===== src/rtl/mux_serializer_8b_pkg.sv =====
// Shared types and constants for the 8-bit word serializer.
// Select start/end points depend on the configured bit order.
package serializer_pkg;

  localparam int WORD_W = 8;
  localparam int SEL_W  = 3;

  typedef enum logic [1:0] {
    IDLE   = 2'd0,
    SHIFT  = 2'd1,
    PARITY = 2'd2
  } state_t;

  function automatic logic [SEL_W-1:0] sel_start(input bit msb_first);
    return msb_first ? SEL_W'(WORD_W - 1) : '0;
  endfunction

  function automatic logic [SEL_W-1:0] sel_end(input bit msb_first);
    return msb_first ? '0 : SEL_W'(WORD_W - 1);
  endfunction

endpackage


===== src/rtl/mux_serializer_8b_if.sv =====
// Word-in / bit-out handshake bundle of the serializer.
// master: word producer and bit consumer; slave: the serializer.
interface mux_serializer_8b_if;
  import serializer_pkg::*;

  logic [WORD_W-1:0] in_data;
  logic              in_valid;
  logic              in_ready;
  logic              out_bit;
  logic              out_valid;
  logic              out_ready;
  logic              out_last;
  logic [SEL_W-1:0]  sel;
  logic              busy;

  modport master (
    output in_data,
    output in_valid,
    output out_ready,
    input  in_ready,
    input  out_bit,
    input  out_valid,
    input  out_last,
    input  sel,
    input  busy
  );

  modport slave (
    input  in_data,
    input  in_valid,
    input  out_ready,
    output in_ready,
    output out_bit,
    output out_valid,
    output out_last,
    output sel,
    output busy
  );

endinterface


===== src/rtl/mux_serializer_8b_mux.sv =====
// Plain 8:1 bit mux over the held word.
// Purely combinational; select comes from the serializer FSM.
module mux_8to1
  import serializer_pkg::*;
(
  input  logic [WORD_W-1:0] a,
  input  logic [SEL_W-1:0]  sel,
  output logic              y
);

  assign y = a[sel];

endmodule


===== src/rtl/mux_serializer_8b.sv =====
// Parallel-in serial-out stage: active word plus one pending word,
// stepping an 8:1 mux select with an optional even-parity tail.
module mux_serializer_8b
  import serializer_pkg::*;
#(
  parameter bit MSB_FIRST = 1'b0,
  parameter bit PARITY_EN = 1'b0
) (
  input logic clk,
  input logic rst,
  mux_serializer_8b_if.slave bus
);

  localparam logic [SEL_W-1:0] SEL_START = sel_start(MSB_FIRST);
  localparam logic [SEL_W-1:0] SEL_END   = sel_end(MSB_FIRST);

  state_t            state;
  logic [WORD_W-1:0] active_word;
  logic [WORD_W-1:0] pending_word;
  logic              pending_full;
  logic              valid_q;
  logic              last_q;
  logic [SEL_W-1:0]  sel_q;
  logic [SEL_W-1:0]  sel_next;
  logic              data_bit;
  logic              accept;
  logic              xfer;
  logic              done;
  logic              load_direct;
  logic              at_end;

  assign bus.in_ready = !pending_full && !rst;

  assign accept      = bus.in_valid && bus.in_ready;
  assign xfer        = valid_q && bus.out_ready;
  assign done        = xfer && last_q;
  assign load_direct = accept && (state == IDLE || done);
  assign at_end      = (sel_q == SEL_END);

  assign sel_next = MSB_FIRST ? sel_q - SEL_W'(1)
                              : sel_q + SEL_W'(1);

  mux_8to1 u_mux (
    .a   (active_word),
    .sel (sel_q),
    .y   (data_bit)
  );

  assign bus.out_bit   = (state == PARITY) ? ^active_word
                                           : data_bit;
  assign bus.out_valid = valid_q;
  assign bus.out_last  = last_q;
  assign bus.sel       = sel_q;
  assign bus.busy      = (state != IDLE) || pending_full;

  always_ff @(posedge clk) begin
    if (rst) begin
      state        <= IDLE;
      active_word  <= '0;
      pending_word <= '0;
      pending_full <= 1'b0;
      valid_q      <= 1'b0;
      last_q       <= 1'b0;
      sel_q        <= '0;
    end else begin
      unique case (state)
        IDLE: begin
          if (accept) begin
            active_word <= bus.in_data;
            state       <= SHIFT;
            valid_q     <= 1'b1;
            last_q      <= 1'b0;
            sel_q       <= SEL_START;
          end
        end
        SHIFT: begin
          if (xfer && !at_end) begin
            sel_q  <= sel_next;
            last_q <= !PARITY_EN && (sel_next == SEL_END);
          end else if (xfer && PARITY_EN) begin
            state  <= PARITY;
            last_q <= 1'b1;
          end
        end
        default: ;
      endcase

      // Word completion: pending word wins over a fresh input word
      if (done) begin
        unique case (1'b1)
          pending_full: begin
            active_word  <= pending_word;
            pending_full <= 1'b0;
            state        <= SHIFT;
            valid_q      <= 1'b1;
            last_q       <= 1'b0;
            sel_q        <= SEL_START;
          end
          accept: begin
            active_word <= bus.in_data;
            state       <= SHIFT;
            valid_q     <= 1'b1;
            last_q      <= 1'b0;
            sel_q       <= SEL_START;
          end
          default: begin
            state   <= IDLE;
            valid_q <= 1'b0;
            last_q  <= 1'b0;
          end
        endcase
      end

      if (accept && !load_direct) begin
        pending_word <= bus.in_data;
        pending_full <= 1'b1;
      end
    end
  end

endmodule

===== src/flat_wrapper.sv =====
// flat-port wrapper written by rule: the top's interface ports become plain ports
module mux_serializer_8b_flat import serializer_pkg::*;
#(
  parameter bit MSB_FIRST = 1'b0,
  parameter bit PARITY_EN = 1'b0
)
  (clk, rst, bus_in_data, bus_in_valid, bus_out_ready, bus_in_ready, bus_out_bit, bus_out_valid, bus_out_last, bus_sel, bus_busy);
  mux_serializer_8b_if bus_i ();
  input logic clk;
  input logic rst;
  input wire logic [$bits(bus_i.in_data)-1:0] bus_in_data;
  input wire logic [$bits(bus_i.in_valid)-1:0] bus_in_valid;
  input wire logic [$bits(bus_i.out_ready)-1:0] bus_out_ready;
  output wire logic [$bits(bus_i.in_ready)-1:0] bus_in_ready;
  output wire logic [$bits(bus_i.out_bit)-1:0] bus_out_bit;
  output wire logic [$bits(bus_i.out_valid)-1:0] bus_out_valid;
  output wire logic [$bits(bus_i.out_last)-1:0] bus_out_last;
  output wire logic [$bits(bus_i.sel)-1:0] bus_sel;
  output wire logic [$bits(bus_i.busy)-1:0] bus_busy;
  assign bus_i.in_data = bus_in_data;
  assign bus_i.in_valid = bus_in_valid;
  assign bus_i.out_ready = bus_out_ready;
  assign bus_in_ready = bus_i.in_ready;
  assign bus_out_bit = bus_i.out_bit;
  assign bus_out_valid = bus_i.out_valid;
  assign bus_out_last = bus_i.out_last;
  assign bus_sel = bus_i.sel;
  assign bus_busy = bus_i.busy;
  mux_serializer_8b #(.MSB_FIRST(MSB_FIRST), .PARITY_EN(PARITY_EN)) u_core (.clk(clk), .rst(rst), .bus(bus_i));
endmodule

===== config.mk =====
export PLATFORM = sky130hd
export DESIGN_NAME = mux_serializer_8b_flat
export DESIGN_NICKNAME = d
export VERILOG_FILES = /design/src/rtl/mux_serializer_8b_pkg.sv /design/src/rtl/mux_serializer_8b_if.sv /design/src/rtl/mux_serializer_8b_mux.sv /design/src/rtl/mux_serializer_8b.sv /design/src/flat_wrapper.sv
export SDC_FILE = /design/constraint.sdc
export NUM_CORES = 1
export LEC_CHECK = 0
export CORE_UTILIZATION = 50
export DETAILED_ROUTE_END_ITERATION = 10
export PLACE_DENSITY = 0.76
export SLEW_MARGIN = 30
export SYNTH_ARGS = -nofsm -noshare
export SYNTH_HDL_FRONTEND = slang
export SYNTH_SLANG_ARGS = --single-unit

===== constraint.sdc =====
create_clock -name clk -period 2.2 [get_ports clk]
set_input_delay 0.33 -clock clk [delete_from_list [all_inputs] [get_ports clk]]
set_output_delay 0.33 -clock clk [all_outputs]
set_load 0.005 [all_outputs]

==> run_results.csv <==
group,metric,value,unit
die,core_area,2060,µm²
routing,viasPerCell,5.98,
grt,grt_use_total,23.5,%
critical_path,ff2ff_path_depth,7,
timing,fin_setup_tns,0,ns
layout,synthToLayoutAreaGrowth,25.7,%
critical_path,rrSetupSlack,0.40,ns
logic_synthesis,synth_edf_count,0,
placed_design,dp_hpwl,1.91,mm
critical_path,cp_max_fo,3,
min_path,min_path_type,"reg -> reg",
layout,nets,158,
routing,wl,2.72,mm
logic_synthesis,synth_area,1140,µm²
timing,fmax,486,MHz
clock_network,clk_latency,0.32,ns
logic_synthesis,synthCells,119,
placed_design,placed_cells,164,
timing,finalCritPeriodShare,93.5,%
layout,fin_cells,169,
critical_path,cp.arrival,1.73,ns
die,fp-row-count,16,
logic_synthesis,synth_cell_type_count,28,
clock_network,path_clk_slew,0.14,ns
critical_path,cp_num_buf_inv,1,
timing,finalHoldViolations,0,
critical_path,path_cells,"mux4_2 -> mux2_2 -> dlygate4sd2_1",
logic_synthesis,yosysWarningCount,0,
critical_path,slowest_stage,"mux4_2",
logic_synthesis,ys_seq_area_share,38.6,%
grt,grt_max_degree,17,
routing,first_pass_iters,4,
critical_path,crit_type,"reg -> out",
logic_synthesis,yosysTopAreaCell,"dfxtp_1",
clock_network,clock-sinks,22,
layout,drive_above_1_share,12.7,%
logic_synthesis,synthTopCellsByArea,"dfxtp_1 (39%), mux2i_1 (14%), a21oi_1 (6.6%)",
timing,finalCriticalPeriod,2.06,ns
critical_path,r2r-end,"u_core.bus.sel[2]",
grt,antenna_found_initial,0,
timing,final_max_slew_viol_count,0,
die,initial_core_util,55.4,%
logic_synthesis,yosysMostFrequentCell,"dfxtp_1",
logic_synthesis,synth.top_cell.area_share,38.6,%
grt,grt_overflow_total,0,
clock_network,cts_max_path_buffers,2,
clock_network,cts_tree,"built",
critical_path,crit_family,"multiplexers",
grt,grt_pass1_vias,925,
routing,antenna_left,0,
layout,utilization,69.7,%
routing,wire_per_inst,16.1,µm
logic_synthesis,avgSynthCellArea,9.60,µm²
min_path,hold_end,"u_core.pending_word[1]",
placed_design,port_buffers,19,
clock_network,cts_buffers,3,
layout,n_fill_cell,167,
grt,grt_pass1_wl,4.33,mm
critical_path,slowest_delay,0.49,ns
die,dieArea,2480,µm²
routing,wl_met1,1.27,mm
timing,worst_slack,0.142,ns
timing,skew,0.00963,ns
routing,wl_met2,1.32,mm
die,die_w,49.8,µm
timing,final-setup-viol-count,0,
clock_network,holdBufCountCts,0,
timing,slew_headroom,66.9,%
die,ios,20,
pwr,ir_drop,0.000464,V
routing,highest_layer,"met4",
critical_path,startpoint_type,"flip-flop",
routing,drt_iter0_markers,23,
logic_synthesis,synth_seq_cells,22,
routing,vias,1010,
run_status,status,"complete, no violations",
critical_path,r2r_start,"u_core.bus.sel[0]",
min_path,hold_depth,2,
critical_path,critical_path_required,1.87,ns
clock_network,cts_root_buffer,"clkbuf_4",
placed_design,place_ws,0.186,ns
critical_path,endpoint_kind,"primary output",
run,cap_violations,0,
placed_design,gp_congestion,0.869,
logic_synthesis,async_flop_share,0,%
timing,hold_ws,0.518,ns
critical_path,setup.worst_path.start,"u_core.bus.sel[0]",
pwr,p_leak,0.560,nW
die,die_h,49.8,µm
logic_synthesis,synth_common_cells,"dfxtp_1 (22), mux2i_1 (16), a21oi_1 (15)",
timing,rsz0062_at_grt,"no",
layout,diodes,0,
min_path,hp-start,"u_core.pending_word[1]",
pwr,p_per_area,618,nW/µm²
logic_synthesis,synth_ff_type,"dfxtp_1",
routing,dr_wl_met3,91,µm
clock_network,htreeDepth,1,
routing,drc,0,
timing,tightest_slew,0.496,ns
logic_synthesis,synth_nets,134,
routing by layer:
layer	vias up	track usage, %
met4	0	9.05
met5	-	0
met2	30	38.5
met3	7	3.70
li1	482	-
met1	491	30.8
sequential cells by signal, indices dropped and copies added, names as in the netlist:
signal and cells:
u_core.bus.out_last 1, u_core.bus.out_valid 1, u_core.active_word 8, u_core.pending_word 8, u_core.bus.sel 3, u_core.pending_full 1
cells in the final DEF (no fill, tap or decap), drive strengths merged, types with 2 or more instances in the layout:
| cell | netlist | routed |
|---|---|---|
| nor2 | 9 | 9 |
| clkbuf | 6 | 3 |
| nand2b | 3 | 3 |
| buf | 3 | 9 |
| or2 | 2 | 2 |
| mux2i | 16 | 16 |
| nand3b | 3 | 3 |
| nand2 | 6 | 6 |
| clkdlybuf4s50 | 0 | 18 |
| ha | 3 | 3 |
| dfxtp | 22 | 22 |
| mux2 | 2 | 2 |
| o22ai | 8 | 8 |
| mux4 | 2 | 2 |
| nor3b | 8 | 8 |
| a21oi | 15 | 15 |
worst register-to-register path: stages, from the launching register on:
cell and delay [ns]:
dfxtp_4 0.38, buf_4 0.14, ha_1 0.19, ha_1 0.19, and2b_1 0.29, mux2_1 0.34
nand2_1 0.07, a21oi_1 0.07
layout make-up:
| class | count | area [µm²] | share of cell area (%) |
|---|---|---|---|
| multi-input combinational | 87 | 646 | 44.9 |
| sequential | 22 | 444 | 30.9 |
| timing repair buffer | 28 | 256 | 17.9 |
| tap | 27 | 33.8 | 2.35 |
| clock inverter | 1 | 30.0 | 2.09 |
| clock buffer | 3 | 22.5 | 1.57 |
| inverter | 1 | 3.75 | 0.261 |
cell families (layout without fill, tap and decap cells):
family	Yosys count	in the layout	synth area share (%)
mux	20	20	19.9
buf+inv	10	33	4.93
flops	22	22	38.6
simple gates	37	37	19.7
compound gates	27	27	13.6
fa+ha+maj	3	3	3.29
stage by stage:
stage	area, µm²	power [mW]
floorplan	1140	0.514
detailed placement	1370	0.577
finish	1440	0.888
CTS	1440	0.888
global placement	1370	0.573
global route	1440	0.917
what timing repair did:
action / in CTS / in global routing
buffers inserted: 1 / 0
endpoints found under the setup margin: 1 / 0
resized for setup: 3 / 0
report_power, final:
group,internal (mW),switching (mW)
Clock,0.184,0.133
Combinational,0.0784,0.0594
Sequential,0.413,0.0194
worst max path at each step:
stage	end	slack [ns]	cells past startpoint
3_5_place_dp	bus_out_bit	0.19	3
5_1_grt	bus_out_bit	0.09	3
2_1_floorplan	u_core.bus.sel[2]	0.64	6
6_report	bus_out_bit	0.14	3
4_1_cts	bus_out_bit	0.14	3
3_3_place_gp	bus_out_bit	0.21	3
Note: power is estimated with default switching activity, not from simulation.
